`config.mk`:
```
export PLATFORM = sky130hd
export DESIGN_NAME = ex_mem_stage
export DESIGN_NICKNAME = d
export VERILOG_FILES = /design/src/rtl/ex_mem_pkg.sv /design/src/rtl/ex_mem_skid.sv /design/src/rtl/ex_mem_stage.sv
export SDC_FILE = /design/constraint.sdc
export NUM_CORES = 1
export LEC_CHECK = 0
export BUFFER_PORTS_ARGS = -buffer_cell sky130_fd_sc_hd__buf_2
export CORE_ASPECT_RATIO = 1.75
export CORE_UTILIZATION = 55
export CTS_BUF_LIST = sky130_fd_sc_hd__clkbuf_8
export CTS_CLUSTER_DIAMETER = 30
export DETAILED_ROUTE_END_ITERATION = 10
export PLACE_DENSITY = 0.79
export SLEW_MARGIN = 40
export SYNTH_ARGS = -nofsm -noshare
export SYNTH_HDL_FRONTEND = slang
export SYNTH_HIERARCHICAL = 1
export SYNTH_SLANG_ARGS = --single-unit
```
`constraint.sdc`:
```
create_clock -name clock -period 2.6 [get_ports clock]
set_input_delay 0.52 -clock clock [delete_from_list [all_inputs] [get_ports clock]]
set_output_delay 0.52 -clock clock [all_outputs]
set_load 0.005 [all_outputs]
```
`src/rtl/ex_mem_pkg.sv`:
```
// Shared types and widths for the EX/MEM pipeline stage.
package ex_mem_pkg;

    localparam int DATA_W     = 16;
    localparam int REG_ADDR_W = 3;

    // One instruction's worth of state carried from EX into MEM.
    typedef struct packed {
        logic [DATA_W-1:0]     alu_result;
        logic                  zero;
        logic [DATA_W-1:0]     store_data;
        logic [REG_ADDR_W-1:0] wb_reg;
        logic                  reg_write;
        logic                  mem_read;
        logic                  mem_write;
        logic                  branch;
        logic [DATA_W-1:0]     branch_target;
    } ex_mem_entry_t;

    localparam int ENTRY_W = $bits(ex_mem_entry_t);

    // Occupancy of the two-slot skid buffer.
    typedef enum logic [1:0] {
        OCC_EMPTY = 2'd0,
        OCC_MAIN  = 2'd1,
        OCC_FULL  = 2'd2
    } skid_state_t;

endpackage

```
`src/rtl/ex_mem_skid.sv`:
```
// Generic two-slot skid buffer with flush. MAIN drives the output; SKID
// catches the one extra entry EX may send after MEM stalls, so in_ready
// only ever depends on flopped state.
//
// state     | meaning
// ----------+------------------------------------------
// OCC_EMPTY | no entry held, out_valid=0, in_ready=1
// OCC_MAIN  | MAIN holds an entry, SKID empty
// OCC_FULL  | MAIN and SKID both hold entries, in_ready=0
module ex_mem_skid
    import ex_mem_pkg::*;
#(
    parameter int W = ENTRY_W
) (
    input  logic         clock,
    input  logic         reset_n,
    input  logic         flush,
    input  logic         in_valid,
    output logic         in_ready,
    input  logic [W-1:0] in_data,
    output logic         out_valid,
    input  logic         out_ready,
    output logic [W-1:0] out_data
);

    skid_state_t state_q, state_d;
    logic [W-1:0] main_q, skid_q;
    logic         accept, drain;
    logic         load_main_in, load_main_skid, load_skid;

    assign in_ready  = (state_q != OCC_FULL);
    assign out_valid = (state_q != OCC_EMPTY);
    assign out_data  = main_q;
    assign accept    = in_valid & in_ready;
    assign drain     = out_valid & out_ready;

    // Occupancy state register.
    always_ff @(posedge clock or negedge reset_n) begin
        if (!reset_n) state_q <= OCC_EMPTY;
        else          state_q <= state_d;
    end

    // Next occupancy and slot load strobes; flush wins over everything.
    always_comb begin
        state_d        = state_q;
        load_main_in   = 1'b0;
        load_main_skid = 1'b0;
        load_skid      = 1'b0;
        case (state_q)
            OCC_EMPTY: begin
                if (accept) begin
                    state_d      = OCC_MAIN;
                    load_main_in = 1'b1;
                end
            end
            OCC_MAIN: begin
                if (accept && drain) begin
                    load_main_in = 1'b1;
                end else if (accept) begin
                    state_d   = OCC_FULL;
                    load_skid = 1'b1;
                end else if (drain) begin
                    state_d = OCC_EMPTY;
                end
            end
            OCC_FULL: begin
                if (drain) begin
                    state_d        = OCC_MAIN;
                    load_main_skid = 1'b1;
                end
            end
            default: state_d = OCC_EMPTY;
        endcase
        if (flush) state_d = OCC_EMPTY;
    end

    // Slot payloads; only the valid bits are squashed by flush.
    always_ff @(posedge clock or negedge reset_n) begin
        if (!reset_n) begin
            main_q <= '0;
            skid_q <= '0;
        end else begin
            if (load_main_in)        main_q <= in_data;
            else if (load_main_skid) main_q <= skid_q;
            if (load_skid)           skid_q <= in_data;
        end
    end

endmodule

```
`src/rtl/ex_mem_stage.sv`:
```
// EX/MEM pipeline register built on a two-slot skid buffer.
// Optional macro EX_MEM_BRANCH_RESOLVE_EN: resolve BEQ-style branches here,
// pulsing branch_taken / redirect_pc and discarding the one wrong-path entry
// accepted during the pulse.
module ex_mem_stage
    import ex_mem_pkg::*;
(
    input  logic                  clock,
    input  logic                  reset_n,
    input  logic                  in_valid,
    output logic                  in_ready,
    input  logic [DATA_W-1:0]     alu_result,
    input  logic                  alu_zero,
    input  logic [DATA_W-1:0]     store_data,
    input  logic [REG_ADDR_W-1:0] wb_reg,
    input  logic                  reg_write,
    input  logic                  mem_read,
    input  logic                  mem_write,
    input  logic                  branch,
    input  logic [DATA_W-1:0]     branch_target,
    input  logic                  flush,
    output logic                  out_valid,
    input  logic                  out_ready,
    output logic [DATA_W-1:0]     out_alu_result,
    output logic [DATA_W-1:0]     out_store_data,
    output logic [REG_ADDR_W-1:0] out_wb_reg,
    output logic                  out_reg_write,
    output logic                  out_mem_read,
    output logic                  out_mem_write,
    output logic                  out_branch,
    output logic                  out_zero
`ifdef EX_MEM_BRANCH_RESOLVE_EN
    ,
    output logic                  branch_taken,
    output logic [DATA_W-1:0]     redirect_pc
`endif
);

    ex_mem_entry_t in_entry, out_entry;
    logic          skid_in_valid;
    logic          unused_fields;

    // Pack the EX-side fields into one entry.
    always_comb begin
        in_entry               = '0;
        in_entry.alu_result    = alu_result;
        in_entry.zero          = alu_zero;
        in_entry.store_data    = store_data;
        in_entry.wb_reg        = wb_reg;
        in_entry.reg_write     = reg_write;
        in_entry.mem_read      = mem_read;
        in_entry.mem_write     = mem_write;
        in_entry.branch        = branch;
        in_entry.branch_target = branch_target;
    end

`ifdef EX_MEM_BRANCH_RESOLVE_EN
    logic              taken_q;
    logic [DATA_W-1:0] redirect_q;
    logic              accept, take_d;

    assign accept = in_valid & in_ready;
    // A squashed branch must not redirect fetch; a wrong-path branch is ignored.
    assign take_d = accept & ~taken_q & branch & alu_zero & ~flush;

    // One-cycle taken pulse and a redirect target held until the next taken branch.
    always_ff @(posedge clock or negedge reset_n) begin
        if (!reset_n) begin
            taken_q    <= 1'b0;
            redirect_q <= '0;
        end else begin
            taken_q <= take_d;
            if (take_d) redirect_q <= branch_target;
        end
    end

    // EX still sees its handshake complete during the pulse; the entry is just dropped.
    assign skid_in_valid = in_valid & ~taken_q;
    assign branch_taken  = taken_q;
    assign redirect_pc   = redirect_q;
`else
    assign skid_in_valid = in_valid;
`endif

    ex_mem_skid #(.W(ENTRY_W)) u_skid (
        .clock     (clock),
        .reset_n   (reset_n),
        .flush     (flush),
        .in_valid  (skid_in_valid),
        .in_ready  (in_ready),
        .in_data   (in_entry),
        .out_valid (out_valid),
        .out_ready (out_ready),
        .out_data  (out_entry)
    );

    assign out_alu_result = out_entry.alu_result;
    assign out_store_data = out_entry.store_data;
    assign out_wb_reg     = out_entry.wb_reg;
    assign out_reg_write  = out_entry.reg_write;
    assign out_mem_read   = out_entry.mem_read;
    assign out_mem_write  = out_entry.mem_write;
    assign out_branch     = out_entry.branch;
    assign out_zero       = out_entry.zero;

    // The target travels with the entry but fetch redirect uses the EX-side copy.
    assign unused_fields = ^out_entry.branch_target;

endmodule

```
Yosys cells after proc, flatten, opt, wreduce, memory -nomap -nowiden
Index checks and enable logic that the tools add are counted.
{ "word_totals": {"elab_cells": 33, "in_bits": 61, "regBits": 114, "output_inout_bits": 42} }
{ "classes": {"n_reduce_logical": 5, "n_bitwise": 2, "n_eq_ne": 7, "muxes": 16} }
{ "op_table": {"columns": ["cell", "count"], "rows": [
  ["$mux W56", 2],
  ["$mux W2", 6],
  ["$mux W1", 6],
  ["$ne A3 B2 Y1 const B", 2],
  ["$pmux W2 S3", 1],
  ["$ne A4 B2 Y1 const B", 1],
  ["$reduce_and A4 Y1", 1],
  ["$reduce_bool A2 Y1", 2],
  ["$ne A3 B3 Y1 const B", 1],
  ["$and A1 B1 Y1", 2],
  ["$eq A2 B1 Y1 const B", 1],
  ["$eq A2 B2 Y1 const B", 1],
  ["$logic_not A2 Y1", 1],
  ["$ne A2 B2 Y1 const B", 1],
  ["$pmux W1 S2", 1],
  ["$logic_and A1 B1 Y1", 1]
]} }

Logic depth before layout (Yosys ltp)
Gate-level depths: netlist of the first run.
{ "depth": {"ltp_word": 7, "depth_mapped": 6, "ltp_nobuf": 3} }

Worst setup path after synthesis of the first run
OpenSTA, ideal clock, no wires.
{ "synth_timing": {"path_type": "register -> output", "from": "register u_skid.state_q[0]", "to": "output port out_valid", "n_path_buf": 3, "path_stages_with_launch": 5, "path_slack_ps": 985, "t_arrival_ps": 1095, "required_time_ps": 2080, "cell_sequence": "dfrtp_1 buf_2 buf_2 buf_2 or2_2"} }
{ "synth_via": {"elab_chain_len": 1} }
{ "synth_rtl": {"columns": ["element", "line", "text"], "rows": [
  ["start: declaration", "ex_mem_skid.sv:26", "skid_state_t state_q, state_d;"],
  ["start signal: assignment", "ex_mem_skid.sv:40", "else state_q <= state_d;"],
  ["$reduce_bool A2 Y1", "ex_mem_skid.sv:32", "assign out_valid = (state_q != OCC_EMPTY);"],
  ["end: declaration", "ex_mem_stage.sv:22", "output logic out_valid,"]
]} }
No other way between the ends.

Worst setup path in the final report of the first run
{ "layout_timing": {"from": "register u_skid.state_q[0]", "to": "output port in_ready"} }
{ "layout_via": {"elab_chain_len": 1} }
{ "layout_rtl": {"columns": ["element", "line", "text"], "rows": [
  ["$ne A2 B2 Y1", "ex_mem_skid.sv:31", "assign in_ready = (state_q != OCC_FULL);"],
  ["end: declaration", "ex_mem_stage.sv:11", "output logic in_ready,"]
]} }
No other way between the ends.

==> results of run 1 <==
## path summary, 6_finish.rpt
kind | from | slack [ns] | cells after the start | endpoint
worst min-delay path | reset_n | 0.20 | 1 | u_skid/out_data[20]
worst max-delay path | u_skid/state_q[0] | 0.30 | 2 | in_ready
max in group asynchronous | reset_n | 1.80 | 2 | u_skid/skid_q[48]
worst min register to register | u_skid/skid_q[55] | 0.50 | 1 | u_skid/skid_q[55]
worst max register to register | u_skid/state_q[0] | 0.60 | 4 | u_skid/out_data[18]
min in group clock | flush | 0.34 | 2 | u_skid/state_q[0]
## where the power goes
group	internal [W]	leakage [nW]	switching (W)
sequential	0.00155	0.959	0.000139
combinational	0.000465	0.858	0.000303
clock	0.000474	0.110	0.000433
total	0.00249	1.93	0.000875
## area by class of cell
class / instances / area, µm²
fillers: 541 / 2280
flip-flops and latches: 82 / 2050
multi-input cells: 173 / 1660
repair buffers: 98 / 556
clock buffers: 14 / 193
well taps: 84 / 105
clock inverters: 2 / 8.76
## through the flow
step	util [%]	power (W)	cells	worst slack, ns	hold slack, ns
finish	66.7	0.00337	453	0.299	0.202
CTS	66.7	0.00340	453	0.279	0.212
floorplan	-	0.00220	292	0.985	0.224
detailed placement	63.8	0.00249	437	0.618	0.487
global placement	63.4	0.00244	436	0.481	0.479
global route	66.7	0.00353	453	0.188	0.258
## layer usage
metal  vias up  global-route usage [%]  part of all wire (%)
met5         -                       0                     0
met3        10                    4.60                   4.8
met1      1473                    31.5                    42
li1       1285                       -                     -
met4         0                    9.71                   1.4
met2        78                    42.0                    52
## registers in the layout, summed over array words and instances (netlist names)
| name | flops |
|---|---|
| u_skid/skid_q | 40 |
| u_skid/state_q | 2 |
| u_skid/out_data | 40 |
==> results.py, run 1 <==
metrics = {
    "clock_tree": {
        "cts_setup_buffers": 0,
        "cts_buffer_depth": 2,
        "numCtsBuffers": 9,
        "cts_tree": "built",
        "cts_hold_buf": 0,
        "cts.repair.resized": 0,
        "cts-root-buf": "clkbuf_8",
        "htreeDepth": 3,
        "clk_latency_ns": 0.34,
        "clkSinkCount": 82,
        "clk_pin_slew_ns": 0.08,
    },
    "timing": {
        "slew_headroom_pct": 56.9,
        "setup_viol": 0,
        "finClkSkew_ns": 0.00612,
        "tns_ns": 0,
        "final.period_utilization_pct": 88.5,
        "fmax_mhz": 435,
        "worst_pin_slew_ns": 0.647,
        "min_period_ns": 2.30,
        "grt_setup_unrepaired": "no",
        "finalHoldViolCount": 0,
        "maxSlewViolCount": 0,
    },
    "grt": {
        "grtUsageTotal_pct": 25.1,
        "antenna_found_initial": 0,
        "grt_max_degree": 52,
        "overflow": 0,
        "grt_pass1_vias": 2908,
        "grt_pass1_wl_um": 14400,
    },
    "floorplanning": {
        "fp.dieH_um": 113,
        "rows": 40,
        "core_area_mm2": 0.00686,
        "ioPinCount": 103,
        "dieArea_mm2": 0.00746,
        "die_w_um": 65.7,
        "initial_utilization_pct": 57.0,
    },
    "hold_path": {
        "hold_class": "input pin to async pin",
    },
    "setup_path": {
        "crit_arrival_ns": 1.78,
        "cp.required_ns": 2.08,
        "worst_setup_path_end_kind": "output port",
        "worst-path-max-fanout": 23,
        "crit_type": "flop to output port",
        "slowest_stage": "dfrtp_1",
        "worstSetupStartpointType": "flop",
        "crit_chain": "nand2b_2 -> buf_2",
        "cp_num_buf_inv": 1,
        "cp_top_family": "flip-flops",
        "cp_slowest_stage_delay_ns": 0.68,
    },
    "power_and_ir_drop": {
        "irDropWorstVdd_mv": 0.466,
        "p_leak_nw": 1.93,
        "power_density_mw_per_mm2": 737,
    },
    "logic_synthesis": {
        "synth_nets": 353,
        "synth_cells": 292,
        "yosysWarningCount": 6,
        "syn_avg_cell_area_um2": 13.4,
        "syn_area_mm2": 0.00391,
    },
    "routing": {
        "dr.pass1.iters": 5,
        "ant_nets": 0,
        "routed_via_density": 6.28,
        "via_count": 2846,
        "drt-wirelength-per-cell_um": 18.8,
        "wl_um": 8500,
        "drt-initial-drc-count": 226,
        "drc": 0,
    },
    "cells_and_area": {
        "diodes": 0,
        "nets": 425,
        "final_cell_mix": "buf_2, dfrtp_1, nand2b_1",
        "area_delta_synth_final_pct": 17.1,
        "final_area_mm2": 0.00457,
        "final_common_cell": "buf_2",
        "drive_gt1_share_pct": 53.9,
    },
    "placement": {
        "place_area_mm2": 0.00437,
        "hpwl_um": 5620,
        "portBuffers": 86,
        "gp_congestion": 0.745,
    },
    "flow_run": {
        "maxCapViolCount": 0,
    },
    "run_status": {
        "status": "completed",
    },
}
No activity file was read; power rests on OpenSTA's default activity.
==> run 2, diff against run 1 <==
--- a/config.mk
+++ b/config.mk
@@ -6,12 +6,13 @@
 export NUM_CORES = 1
 export LEC_CHECK = 0
 export BUFFER_PORTS_ARGS = -buffer_cell sky130_fd_sc_hd__buf_2
-export CORE_ASPECT_RATIO = 1.75
+export CORE_ASPECT_RATIO = 0.7
 export CORE_UTILIZATION = 55
 export CTS_BUF_LIST = sky130_fd_sc_hd__clkbuf_8
 export CTS_CLUSTER_DIAMETER = 30
 export DETAILED_ROUTE_END_ITERATION = 10
-export PLACE_DENSITY = 0.79
+export PLACE_DENSITY_LB_ADDON = 0.15
+export SKIP_CTS_REPAIR_TIMING = 1
 export SLEW_MARGIN = 40
 export SYNTH_ARGS = -nofsm -noshare
 export SYNTH_HDL_FRONTEND = slang
==> results.py, run 2 (synthesis results as in run 1) <==
metrics = {
    "timing": {
        "fin_ws_ns": 0.640,
        "min_period_ns": 1.96,
        "worst_pin_slew_ns": 0.594,
        "holdWs_ns": 0.167,
        "final.period_utilization_pct": 75.4,
        "slew_headroom_pct": 60.4,
        "grt_setup_unrepaired": "no",
        "fmax_mhz": 510,
        "finalHoldViolCount": 0,
        "setup_viol": 0,
        "finClkSkew_ns": 0.0138,
        "maxSlewViolCount": 0,
        "tns_ns": 0,
    },
    "setup_path": {
        "ff2ff_path_depth": 5,
        "worstSetupStartpointType": "flop",
        "crit_arrival_ns": 1.44,
        "crit_chain": "buf_4 -> or2_2 -> buf_2",
        "cp_slowest_stage_delay_ns": 0.39,
        "r2r_slack_ns": 0.72,
        "worst-path-max-fanout": 25,
        "slowest_stage": "dfrtp_1",
        "reg2reg_to": "u_skid/skid_q[27]",
        "worst_setup_path_end_kind": "output port",
        "crit_type": "flop to output port",
        "worstReg2RegStart": "u_skid/state_q[0]",
        "cp.required_ns": 2.08,
    },
    "routing": {
        "drt-initial-drc-count": 177,
        "dr.pass1.iters": 4,
        "drc": 0,
        "routed_via_density": 6.05,
        "wl_um": 8540,
        "ant_nets": 0,
        "via_count": 2799,
        "drt-wirelength-per-cell_um": 18.5,
    },
    "grt": {
        "grtUsageTotal_pct": 25.3,
        "grt_pass1_vias": 2801,
        "grt_max_degree": 47,
        "grt_pass1_wl_um": 14200,
        "overflow": 0,
        "antenna_found_initial": 0,
    },
    "power_and_ir_drop": {
        "power_density_mw_per_mm2": 737,
        "power.total_w": 0.00337,
        "irDropWorstVdd_mv": 0.422,
        "p_leak_nw": 1.92,
    },
    "clock_tree": {
        "cts-root-buf": "clkbuf_8",
        "clk_latency_ns": 0.36,
        "clkSinkCount": 82,
        "htreeDepth": 3,
        "cts_buffer_depth": 2,
        "cts_tree": "built",
        "numCtsBuffers": 9,
        "clk_pin_slew_ns": 0.08,
    },
    "cells_and_area": {
        "drive_gt1_share_pct": 53.7,
        "final_common_cell": "buf_2",
        "final_cell_mix": "buf_2, dfrtp_1, nand2b_1",
        "final_util_pct": 67.1,
        "diodes": 0,
        "nets": 425,
        "area_delta_synth_final_pct": 17.1,
    },
    "floorplanning": {
        "core_area_mm2": 0.00682,
        "dieArea_mm2": 0.00745,
        "rows": 25,
        "initial_utilization_pct": 57.3,
        "fp.dieH_um": 72.5,
        "ioPinCount": 103,
        "die_w_um": 103,
    },
    "placement": {
        "hpwl_um": 5330,
        "pre_cts_ws_ns": 0.634,
        "portBuffers": 86,
        "gp_congestion": 0.718,
    },
    "flow_run": {
        "maxCapViolCount": 0,
    },
    "run_status": {
        "status": "completed",
    },
    "hold_path": {
        "hold_class": "input pin to async pin",
    },
}
==> run 2: per-layer routing <==
metal / wire (µm) / part of all wire [%] / global-route usage, %
met1: 4040 / 47 / 35.3
met2: 3830 / 45 / 38.1
met3: 567 / 6.6 / 7.51
met4: 110 / 1.3 / 8.41
met5: 0 / 0 / 0
==> run 2: per-stage QoR <==
step | instances | area (µm²)
CTS | 463 | 4570
floorplan | 292 | 3910
global placement | 447 | 4380
global route | 463 | 4570
finish | 463 | 4570
detailed placement | 447 | 4380
==> run 2: cell type report <==
cell class	count	area (µm²)
clock inverters	6	58.8
well taps	94	118
clock buffers	10	138
repair buffers	98	548
fillers	543	2240
multi-input cells	173	1660
flip-flops and latches	82	2050
==> run 2: power by group <==
group | internal, W | switching (W) | total, W
clock | 0.000463 | 0.000449 | 0.000912
combinational | 0.000461 | 0.000309 | 0.000770
sequential | 0.00156 | 0.000133 | 0.00169
==> run 2: how the worst max path moves through the flow <==
| stage | from | to | slack (ns) | cells past startpoint |
|---|---|---|---|---|
| 2_1_floorplan | u_skid/state_q[0] | out_valid | 0.98 | 4 |
| 3_3_place_gp | out_ready | u_skid/skid_q[51] | 0.65 | 5 |
| 3_5_place_dp | out_ready | u_skid/skid_q[51] | 0.63 | 5 |
| 4_1_cts | u_skid/state_q[0] | out_valid | 0.63 | 3 |
| 5_1_grt | u_skid/state_q[0] | out_valid | 0.58 | 3 |
| 6_report | u_skid/state_q[0] | out_valid | 0.64 | 3 |
==> run 2: critical path: cells and delay by family, from the launching register on <==
kind | cells | cell delay [ns]
and+or+nand+nor | 1 | 0.33
DFF | 1 | 0.39
buffers and inverters | 2 | 0.36
